==> config.mk <==
export PLATFORM = sky130hd
export DESIGN_NAME = ifetch_buffer_flat
export DESIGN_NICKNAME = d
export VERILOG_FILES = /design/src/rtl/ifetch_buffer_pkg.sv /design/src/rtl/ifetch_buffer_if.sv /design/src/rtl/ifetch_buffer_fifo.sv /design/src/rtl/ifetch_buffer.sv /design/src/flat_wrapper.sv
export SDC_FILE = /design/constraint.sdc
export NUM_CORES = 1
export LEC_CHECK = 0
export CORE_MARGIN = 1.5
export CORE_UTILIZATION = 35
export DETAILED_ROUTE_END_ITERATION = 8
export PLACE_DENSITY = 0.62
export SYNTH_ARGS = -nofsm -noshare
export SYNTH_HDL_FRONTEND = slang
export SYNTH_SLANG_ARGS = --single-unit
==> constraint.sdc <==
create_clock -name clk -period 10.2 [get_ports clk]
set_clock_uncertainty 0.2 [all_clocks]
set_input_delay 2.04 -clock clk [delete_from_list [all_inputs] [get_ports clk]]
set_output_delay 2.04 -clock clk [all_outputs]
set_load 0.02 [all_outputs]
==> src/rtl/ifetch_buffer_pkg.sv <==
// Shared types and constants for the instruction-fetch front end.
//   XLEN       : datapath width
//   NOP_INSTR  : instruction presented on out_instr while the buffer is empty
//   PC_STEP    : byte distance between consecutive fetch words
//   fetch_entry_t : one buffered {pc, instr} pair
//   align_pc() : forces a target address onto a word boundary
package riscv_fetch_pkg;

    localparam int XLEN = 32;
    localparam logic [XLEN-1:0] NOP_INSTR = 32'h0000_0013;
    localparam logic [XLEN-1:0] PC_STEP   = 32'd4;

    typedef struct packed {
        logic [XLEN-1:0] pc;
        logic [XLEN-1:0] instr;
    } fetch_entry_t;

    function automatic logic [XLEN-1:0] align_pc(input logic [XLEN-1:0] pc);
        return pc & ~(XLEN'(3));
    endfunction

endpackage

==> src/rtl/ifetch_buffer_if.sv <==
// Bundle of the fetch front end's handshake signals.
//   imem_req_*  : fetch request channel toward instruction memory
//   imem_resp_* : in-order response channel, no backpressure
//   redirect_*  : control-flow redirect from branch resolution
//   out_*       : buffered {pc, instr} stream toward IF/ID
// master : the fetch buffer side
// slave  : the environment side (memory, branch unit, IF/ID)
interface ifetch_buffer_if;
    import riscv_fetch_pkg::*;

    logic            imem_req_valid;
    logic            imem_req_ready;
    logic [XLEN-1:0] imem_req_addr;
    logic            imem_resp_valid;
    logic [XLEN-1:0] imem_resp_data;
    logic            redirect_valid;
    logic [XLEN-1:0] redirect_pc;
    logic            out_valid;
    logic            out_ready;
    logic [XLEN-1:0] out_pc;
    logic [XLEN-1:0] out_instr;

    modport master (
        output imem_req_valid, imem_req_addr, out_valid, out_pc, out_instr,
        input  imem_req_ready, imem_resp_valid, imem_resp_data,
               redirect_valid, redirect_pc, out_ready
    );

    modport slave (
        input  imem_req_valid, imem_req_addr, out_valid, out_pc, out_instr,
        output imem_req_ready, imem_resp_valid, imem_resp_data,
               redirect_valid, redirect_pc, out_ready
    );

endinterface

==> src/rtl/ifetch_buffer_fifo.sv <==
// Synchronous FIFO of fetch entries with flush.
//   clk, rst     : clock, synchronous active-high reset
//   flush_i      : empties the FIFO; wins over push and pop
//   push_i       : write push_data_i at the tail (ignored when full)
//   pop_i        : drop the head entry (ignored when empty)
//   head_o       : head entry, combinational
//   count_o      : number of stored entries, 0..DEPTH
//   empty_o/full_o : occupancy flags
module fetch_fifo
    import riscv_fetch_pkg::*;
#(
    parameter int DEPTH = 4,
    localparam int PTR_W = $clog2(DEPTH),
    localparam int CNT_W = PTR_W + 1
) (
    input  logic             clk,
    input  logic             rst,
    input  logic             flush_i,
    input  logic             push_i,
    input  fetch_entry_t     push_data_i,
    input  logic             pop_i,
    output fetch_entry_t     head_o,
    output logic [CNT_W-1:0] count_o,
    output logic             empty_o,
    output logic             full_o
);

    fetch_entry_t     mem_q [DEPTH];
    logic [PTR_W-1:0] wr_ptr_q, wr_ptr_d;
    logic [PTR_W-1:0] rd_ptr_q, rd_ptr_d;
    logic [CNT_W-1:0] count_q, count_d;
    logic             do_push, do_pop;

    assign empty_o = (count_q == '0);
    assign full_o  = (count_q == CNT_W'(DEPTH));
    assign do_push = push_i && !full_o;
    assign do_pop  = pop_i && !empty_o;
    assign head_o  = mem_q[rd_ptr_q];
    assign count_o = count_q;

    // DEPTH is a power of two, so pointers wrap naturally.
    always_comb begin
        wr_ptr_d = wr_ptr_q;
        rd_ptr_d = rd_ptr_q;
        count_d  = count_q;
        if (flush_i) begin
            wr_ptr_d = '0;
            rd_ptr_d = '0;
            count_d  = '0;
        end else begin
            if (do_push) wr_ptr_d = wr_ptr_q + 1'b1;
            if (do_pop)  rd_ptr_d = rd_ptr_q + 1'b1;
            case ({do_push, do_pop})
                2'b10:   count_d = count_q + 1'b1;
                2'b01:   count_d = count_q - 1'b1;
                default: count_d = count_q;
            endcase
        end
    end

    always_ff @(posedge clk) begin
        if (rst) begin
            wr_ptr_q <= '0;
            rd_ptr_q <= '0;
            count_q  <= '0;
        end else begin
            wr_ptr_q <= wr_ptr_d;
            rd_ptr_q <= rd_ptr_d;
            count_q  <= count_d;
        end
    end

    // Storage needs no reset; the head is only consumed when count says so.
    always_ff @(posedge clk) begin
        if (do_push && !flush_i) mem_q[wr_ptr_q] <= push_data_i;
    end

endmodule

==> src/rtl/ifetch_buffer.sv <==
// Instruction-fetch front end: issues word fetches, buffers in-order
// responses as {pc, instr} and hands them to IF/ID; a redirect flushes
// the buffer, squashes outstanding fetches and restarts at the target.
//   clk, rst : clock, synchronous active-high reset
//   bus      : ifetch_buffer_if.master (request, response, redirect, output)
module ifetch_buffer
    import riscv_fetch_pkg::*;
#(
    parameter int              DEPTH    = 4,
    parameter logic [XLEN-1:0] RESET_PC = 32'h0000_0000
) (
    input  logic              clk,
    input  logic              rst,
    ifetch_buffer_if.master   bus
);

    localparam int CNT_W = $clog2(DEPTH) + 1;

    logic [XLEN-1:0]  fetch_pc_q, fetch_pc_d;
    logic [XLEN-1:0]  resp_pc_q, resp_pc_d;
    logic [CNT_W-1:0] inflight_q, inflight_d;
    logic [CNT_W-1:0] drop_cnt_q, drop_cnt_d;
    logic [CNT_W-1:0] count;
    logic [CNT_W:0]   occupancy;
    logic             req_fire, resp_keep, pop;
    logic             fifo_empty, fifo_full;
    fetch_entry_t     head, push_entry;

    // inflight counts every outstanding request, squashed ones included,
    // so credit also covers responses that will be dropped and drop_cnt
    // can never exceed inflight (hence never exceeds DEPTH).
    assign occupancy          = {1'b0, count} + {1'b0, inflight_q};
    assign bus.imem_req_valid = !rst && !bus.redirect_valid
                                && (occupancy < (CNT_W+1)'(DEPTH));
    assign bus.imem_req_addr  = fetch_pc_q;

    assign req_fire   = bus.imem_req_valid && bus.imem_req_ready;
    assign resp_keep  = bus.imem_resp_valid && (drop_cnt_q == '0) && !bus.redirect_valid;
    assign pop        = bus.out_valid && bus.out_ready;
    assign push_entry = '{pc: resp_pc_q, instr: bus.imem_resp_data};

    fetch_fifo #(.DEPTH(DEPTH)) u_fifo (
        .clk         (clk),
        .rst         (rst),
        .flush_i     (bus.redirect_valid),
        .push_i      (resp_keep),
        .push_data_i (push_entry),
        .pop_i       (pop),
        .head_o      (head),
        .count_o     (count),
        .empty_o     (fifo_empty),
        .full_o      (fifo_full)
    );

    assign bus.out_valid = !fifo_empty;
    assign bus.out_pc    = fifo_empty ? '0 : head.pc;
    assign bus.out_instr = fifo_empty ? NOP_INSTR : head.instr;

    always_comb begin
        fetch_pc_d = fetch_pc_q;
        resp_pc_d  = resp_pc_q;
        inflight_d = inflight_q;
        drop_cnt_d = drop_cnt_q;

        case ({req_fire, bus.imem_resp_valid})
            2'b10:   inflight_d = inflight_q + 1'b1;
            2'b01:   inflight_d = inflight_q - 1'b1;
            default: inflight_d = inflight_q;
        endcase

        if (bus.redirect_valid) begin
            fetch_pc_d = align_pc(bus.redirect_pc);
            resp_pc_d  = align_pc(bus.redirect_pc);
            // Everything still outstanding after this cycle belongs to the
            // old path; a response arriving now is already excluded.
            drop_cnt_d = inflight_d;
        end else begin
            if (req_fire) fetch_pc_d = fetch_pc_q + PC_STEP;
            if (bus.imem_resp_valid) begin
                if (drop_cnt_q != '0) drop_cnt_d = drop_cnt_q - 1'b1;
                else                  resp_pc_d  = resp_pc_q + PC_STEP;
            end
        end
    end

    always_ff @(posedge clk) begin
        if (rst) begin
            fetch_pc_q <= RESET_PC;
            resp_pc_q  <= RESET_PC;
            inflight_q <= '0;
            drop_cnt_q <= '0;
        end else begin
            fetch_pc_q <= fetch_pc_d;
            resp_pc_q  <= resp_pc_d;
            inflight_q <= inflight_d;
            drop_cnt_q <= drop_cnt_d;
        end
    end

    // Credit must keep room for every response that is kept.
    always_ff @(posedge clk) begin
        if (!rst && resp_keep) assert (!fifo_full);
    end

endmodule

==> src/flat_wrapper.sv <==
// flat-port wrapper written by rule: the top's interface ports become plain ports
module ifetch_buffer_flat import riscv_fetch_pkg::*;
#(
    parameter int              DEPTH    = 4,
    parameter logic [XLEN-1:0] RESET_PC = 32'h0000_0000
)
  (clk, rst, bus_imem_req_valid, bus_imem_req_addr, bus_out_valid, bus_out_pc, bus_out_instr, bus_imem_req_ready, bus_imem_resp_valid, bus_imem_resp_data, bus_redirect_valid, bus_redirect_pc, bus_out_ready);
  ifetch_buffer_if bus_i ();
  input  logic clk;
  input  logic rst;
  output wire logic [$bits(bus_i.imem_req_valid)-1:0] bus_imem_req_valid;
  output wire logic [$bits(bus_i.imem_req_addr)-1:0] bus_imem_req_addr;
  output wire logic [$bits(bus_i.out_valid)-1:0] bus_out_valid;
  output wire logic [$bits(bus_i.out_pc)-1:0] bus_out_pc;
  output wire logic [$bits(bus_i.out_instr)-1:0] bus_out_instr;
  input wire logic [$bits(bus_i.imem_req_ready)-1:0] bus_imem_req_ready;
  input wire logic [$bits(bus_i.imem_resp_valid)-1:0] bus_imem_resp_valid;
  input wire logic [$bits(bus_i.imem_resp_data)-1:0] bus_imem_resp_data;
  input wire logic [$bits(bus_i.redirect_valid)-1:0] bus_redirect_valid;
  input wire logic [$bits(bus_i.redirect_pc)-1:0] bus_redirect_pc;
  input wire logic [$bits(bus_i.out_ready)-1:0] bus_out_ready;
  assign bus_imem_req_valid = bus_i.imem_req_valid;
  assign bus_imem_req_addr = bus_i.imem_req_addr;
  assign bus_out_valid = bus_i.out_valid;
  assign bus_out_pc = bus_i.out_pc;
  assign bus_out_instr = bus_i.out_instr;
  assign bus_i.imem_req_ready = bus_imem_req_ready;
  assign bus_i.imem_resp_valid = bus_imem_resp_valid;
  assign bus_i.imem_resp_data = bus_imem_resp_data;
  assign bus_i.redirect_valid = bus_redirect_valid;
  assign bus_i.redirect_pc = bus_redirect_pc;
  assign bus_i.out_ready = bus_out_ready;
  ifetch_buffer #(.DEPTH(DEPTH), .RESET_PC(RESET_PC)) u_core (.clk(clk), .rst(rst), .bus(bus_i));
endmodule
# [Yosys cells after proc, flatten, opt, wreduce, memory -nomap -nowiden]
# Memory sizes are Yosys's and may differ from the RTL's. A register that Yosys moved wholly into a read port is not among the register bits.
# Cells that the tools add are included.
[classes] magnitude_cmp=1 eq_ne=6 addsub=10 bitwise_logic=1 n_mux=16 reduce_logical=24
[op_table] operator="32-bit 2-to-1 mux" count=7
[op_table] operator="32-bit by 3-bit adder with 32-bit output, second input constant" count=2
[op_table] operator="3-bit case mux with 2 select lines" count=2
[op_table] operator="1-bit logical AND" count=9
[op_table] operator="3-bit 2-to-1 mux" count=3
[op_table] operator="3-bit by 1-bit subtractor with 3-bit output, second input constant" count=3
[op_table] operator="2-bit nonzero test" count=4
[op_table] operator="3-bit by 1-bit adder with 3-bit output, second input constant" count=2
[op_table] operator="3-bit logical NOT" count=2
[op_table] operator="2-bit AND reduction" count=3
[op_table] operator="2-bit by 1-bit adder with 2-bit output, second input constant" count=2
[op_table] operator="3-bit by 3-bit adder with 4-bit output" count=1
[op_table] operator="2-bit by 1-bit equality test with 1-bit output, second input constant" count=2
[op_table] operator="2-bit equality test, second input constant" count=2
[op_table] operator="1-bit logical NOT" count=4
[op_table] operator="4-bit by 3-bit < comparator with 1-bit output, second input constant" count=1
[op_table] operator="2-bit 2-to-1 mux" count=2
[op_table] operator="3-bit equality test, second input constant" count=1
[op_table] operator="3-bit nonzero test" count=1
[op_table] operator="1-bit 2-to-1 mux" count=2
[op_table] operator="2-bit != test, second input constant" count=1
[op_table] operator="2-bit OR reduction" count=1
[op_table] operator="1-bit NOT" count=1
[word_totals] memories=1 ff_bits=77 inputBits=70 wordCells=68 mem_bits_rw=256 output_inout_bits=98
[memory_table] name="u_core.u_fifo.mem_q" words=4 word_bits=64 read_ports=1 rd_clocked_by_memory_dff=1 write_ports=1 line="ifetch_buffer_fifo.sv:28" source="fetch_entry_t mem_q [DEPTH];"

# [Depth between registers and ports, before layout]
[depth] depth_word=7 mapped_depth=13 ltp_nobuf=11

# [Hierarchy]
# Synthesis repeated with hierarchy kept, for this count alone.
[unflattened] cells_unflattened=911 area_unflattened_um2=13900.8
[modules_own_cells] mod="fetch_fifo" cells_per_inst=389 area_per_inst_um2=9788.1 seq_area_each_um2=7867.5 instances=1
[modules_own_cells] mod="ifetch_buffer" cells_per_inst=522 area_per_inst_um2=4112.7 seq_area_each_um2=1321.3 instances=1

# [Worst setup path before layout]
# Ideal clock, no wire load.
[synth_timing] kind="input-to-reg" startpoint="input bus_imem_resp_valid" endpoint="memory u_core.u_fifo.mem_q[0][0] in the netlist's numbering (enable)" n_path_buf=1 required_time_ps=9574 slack_ps=4933 cell_stages=4 setup_ps=426 t_arrival_ps=4640 path_cell_list="clkbuf_1 nand3b_1 a311oi_1 and2_1"
[synth_via] elab_chain_len=6
[synth_rtl] element="start, declared" line="flat_wrapper.sv:17" source="input wire logic [$bits(bus_i.imem_resp_valid)-1:0] bus_imem_resp_valid;"
[synth_rtl] element="1-bit logical AND (2 in a row)" line="ifetch_buffer.sv:38" source="assign resp_keep = bus.imem_resp_valid && (drop_cnt_q == '0) && !bus.redirect_valid;"
[synth_rtl] element="1-bit logical AND" line="ifetch_buffer_fifo.sv:36" source="assign do_push = push_i && !full_o;"
[synth_rtl] element="1-bit logical AND" line="ifetch_buffer_fifo.sv:75" source="if (do_push && !flush_i) mem_q[wr_ptr_q] <= push_data_i;"
[synth_rtl] element="1-bit 2-to-1 mux" line="ifetch_buffer_fifo.sv:75"
[synth_rtl] element="1-bit 2-to-1 mux (implied by the code)" line="ifetch_buffer_fifo.sv:75"
[synth_rtl] element="end, declared" line="ifetch_buffer_fifo.sv:28"
# No other way between the ends.

# [Worst setup path after layout]
[layout_timing] startpoint="input bus_redirect_valid" endpoint="output bus_imem_req_valid"
[layout_via] elab_chain_len=3
[layout_rtl] element="start, declared" line="flat_wrapper.sv:19" source="input wire logic [$bits(bus_i.redirect_valid)-1:0] bus_redirect_valid;"
[layout_rtl] element="1-bit logical NOT" line="ifetch_buffer.sv:33" source="assign bus.imem_req_valid = !rst && !bus.redirect_valid"
[layout_rtl] element="1-bit logical AND" line="ifetch_buffer.sv:33"
[layout_rtl] element="1-bit logical AND" line="ifetch_buffer.sv:34" source="&& (occupancy < (CNT_W+1)'(DEPTH));"
[layout_rtl] element="end, declared" line="flat_wrapper.sv:11" source="output wire logic [$bits(bus_i.imem_req_valid)-1:0] bus_imem_req_valid;"
# No other way between the ends.

==> impl_metrics.tcl <==
set metrics [dict create \
    clkTransAtPathRegs_ns 0.06 \
    dpl_cell_area_mm2 0.0156 \
    syn_area_mm2 0.0135 \
    rr_endpoint "u_core.u_fifo.mem_q[1][43]" \
    io_buffers 161 \
    final_nets 1147 \
    setup-violations-final 0 \
    min_from "u_core.bus.imem_req_addr[31]" \
    wl_per_cell_um 19.0 \
    synth-edff-count 248 \
    fin_util_pct 44.4 \
    gp_congestion 0.826 \
    rsz0062_at_grt "false" \
    syn_area_per_cell_um2 15.0 \
    register_area_mm2 0.00895 \
    cts_buffers 36 \
    drive_gt1_share_pct 13.2 \
    cts.path.max_buffers 3 \
    ctsResizeCount 0 \
    drc_errors 0 \
    multi_input_area_mm2 0.00424 \
    vias_per_cell 5.05 \
    vias 8074 \
    synth_cells 899 \
    synthArstFlopShare_pct 0 \
    whs_path_depth 1 \
    hold_viol_final 0 \
    hold_ws_ns 0.316 \
    rows 71 \
    end_kind "primary output" \
    design_area_mm2 0.0168 \
    wl_um 30300 \
    worst-setup-path-type "input port to primary output" \
    ant_nets 0 \
    cts_tree "yes" \
    ys_seq_elements 323 \
    min_period_over_period_pct 61.2 \
    core_mm2 0.0378 \
    grt_pass1_wl_um 46000 \
    worstPathMaxFanout 46 \
    min_path_type "register to register" \
    maxSlewHeadroom_pct 32.5 \
    grt_max_degree 63 \
    fmaxAchievable_mhz 160 \
    cts.sinks 323 \
    dr.pass1.iters 5 \
    antenna_cells 0 \
    worstReg2RegStart "u_core.drop_cnt_q[0]" \
    maxCapViolations 0 \
    grt_usage_pct 15.2 \
    postCtsSetupBuffers 0 \
    required_ns 7.96 \
    die_w_um 199 \
    ys_types 63 \
    p_leak_nw 5.36 \
    start_util_pct 35.7 \
    cts_hold_buf 0 \
    tns_ns 0 \
    fp.dieArea_mm2 0.0398 \
    ys.flop_type "edfxtp_1" \
    clockRootBuffer "clkbuf_16" \
    outcome "finished clean" \
    htreeDepth 2 \
    reg2reg_slack_ns 6.80 \
    min_to "u_core.bus.imem_req_addr[31]" \
    cp-start-kind "input port" \
    ff2ff_path_depth 6 \
    dieHeight_um 199 \
    grt_pass1_vias 7941 \
    syn_to_final_growth_pct 24.3 \
    first_iter_violations 444 \
    antenna_found_initial 0 \
    worst_pin_slew_ns 1.01 \
    global_route.overflow_total 0 \
    power-per-cell-area_mw_per_mm2 179 \
    insertion_delay_ns 0.51 \
    hpwl_um 18400 \
    drv_slew 0 \
    yosys_warnings 0 \
    max-vdd-ir-drop_mv 0.0915 \
    ios 168 \
    min_period_ns 6.24 \
    worstPathArrival_ns 4.00 \
    fill_cells 3430 \
    seq_area_frac_synth_pct 66.3 \
]
registers in the layout, summed over array words and instances (netlist names), named ones only:
name                      flops
u_core.inflight_q             3
u_core.u_fifo.mem_q         248
u_core.u_fifo.wr_ptr_q        2
u_core.u_fifo.count_o         3
u_core.bus.imem_req_addr     30
u_core.u_fifo.rd_ptr_q        2
u_core.resp_pc_q             30
u_core.drop_cnt_q             3
synthesized netlist by cell type, types with 4 or more instances:
cell / n / area share [%]
and3_1: 7 / 0.32
a21oi_1: 28 / 1.0
buf_2: 6 / 0.22
and4_1: 8 / 0.52
ha_1: 12 / 1.1
nor4_1: 10 / 0.46
dfxtp_1: 75 / 11
mux2i_1: 4 / 0.30
or2_2: 4 / 0.19
nand3_1: 27 / 1.0
a21boi_0: 11 / 0.61
inv_1: 28 / 0.78
nor2_1: 47 / 1.3
or3_1: 5 / 0.23
and2_1: 68 / 3.1
o311ai_0: 5 / 0.32
xnor2_1: 16 / 1.0
o21ai_0: 7 / 0.26
nor3_1: 14 / 0.52
buf_4: 4 / 0.22
o211ai_1: 8 / 0.44
nand2_1: 40 / 1.1
mux4_2: 62 / 10
a211oi_1: 14 / 0.78
xor2_1: 26 / 1.7
clkbuf_1: 32 / 0.89
nand4_1: 19 / 0.88
edfxtp_1: 248 / 55
a31oi_1: 10 / 0.46
placed cells by master, fill, tap and decap left out, drive strengths merged, types with 12 or more instances in the layout:
| master | instances |
|---|---|
| xnor2 | 16 |
| nand4 | 19 |
| a21oi | 28 |
| clkdlybuf4s50 | 160 |
| mux4 | 62 |
| nand2 | 40 |
| clkbuf | 44 |
| and2 | 68 |
| edfxtp | 248 |
| a211oi | 14 |
| xor2 | 26 |
| nor3 | 15 |
| dfxtp | 75 |
| ha | 12 |
| inv | 31 |
| nor2 | 47 |
| nand3 | 27 |
routing by layer:
metal / share of wire [%] / track usage [%] / vias up
met4: 1.8 / 3.87 / 0
li1: - / - / 3780
met3: 7.6 / 3.53 / 43
met1: 46 / 21.2 / 3967
met5: 0 / 0 / -
met2: 45 / 24.0 / 284
worst max-delay path: stages:
cell and delay, ns:
clkdlybuf4s50_1 0.39, buf_4 0.29, nor3_4 0.24, nand2_1 0.19, nor3_1 0.19, clkdlybuf4s50_1 0.65
worst max-delay path by stage:
stage	from	to	slack (ns)	cells past startpoint
floorplan	bus_imem_resp_valid	u_core.u_fifo.mem_q[0][0]	4.93	4
global placement	bus_redirect_valid	bus_imem_req_valid	3.88	6
detailed placement	bus_redirect_valid	bus_imem_req_valid	3.95	6
CTS	bus_redirect_valid	bus_imem_req_valid	3.94	6
global route	bus_redirect_valid	bus_imem_req_valid	3.86	6
finish	bus_redirect_valid	bus_imem_req_valid	3.96	6
metrics by stage:
| stage | worst slack [ns] | power [mW] | instances |
|---|---|---|---|
| 2_1_floorplan | 4.93 | 1.64 | 902 |
| 3_3_place_gp | 3.88 | 1.74 | 1536 |
| 3_5_place_dp | 3.95 | 1.75 | 1536 |
| 4_1_cts | 3.94 | 3.05 | 1598 |
| 5_1_grt | 3.86 | 3.12 | 1598 |
| 6_report | 3.96 | 3.01 | 1598 |
kinds of logic (layout without fill, tap and decap cells):
logic type	after synthesis	after routing	share of synthesized area [%]
AO/OA/AOI/OAI	107	107	5.44
XOR/XNOR	42	42	2.72
adder cells (fa/ha/maj)	14	14	1.41
buffers and inverters	77	262	2.47
flip-flops	323	323	66.3
multiplexers	68	68	10.8
other	1	4	0.0278
AND/OR/NAND/NOR	267	267	10.9
layout make-up:
type	count	area share [%]
tap	511	3.81
sequential	323	53.3
clock buffer	44	5.67
multi-input combinational	502	25.2
clock inverter	18	1.32
inverter	30	0.671
timing repair buffer	170	9.97
where the power goes:
part	switching (mW)	internal (mW)	leakage [nW]	total (mW)
Sequential	0.0363	1.46	2.88	1.50
Combinational	0.118	0.106	1.91	0.224
Clock	0.500	0.790	0.568	1.29
Total	0.655	2.36	5.36	3.01
No activity file was read; power rests on OpenSTA's default activity.
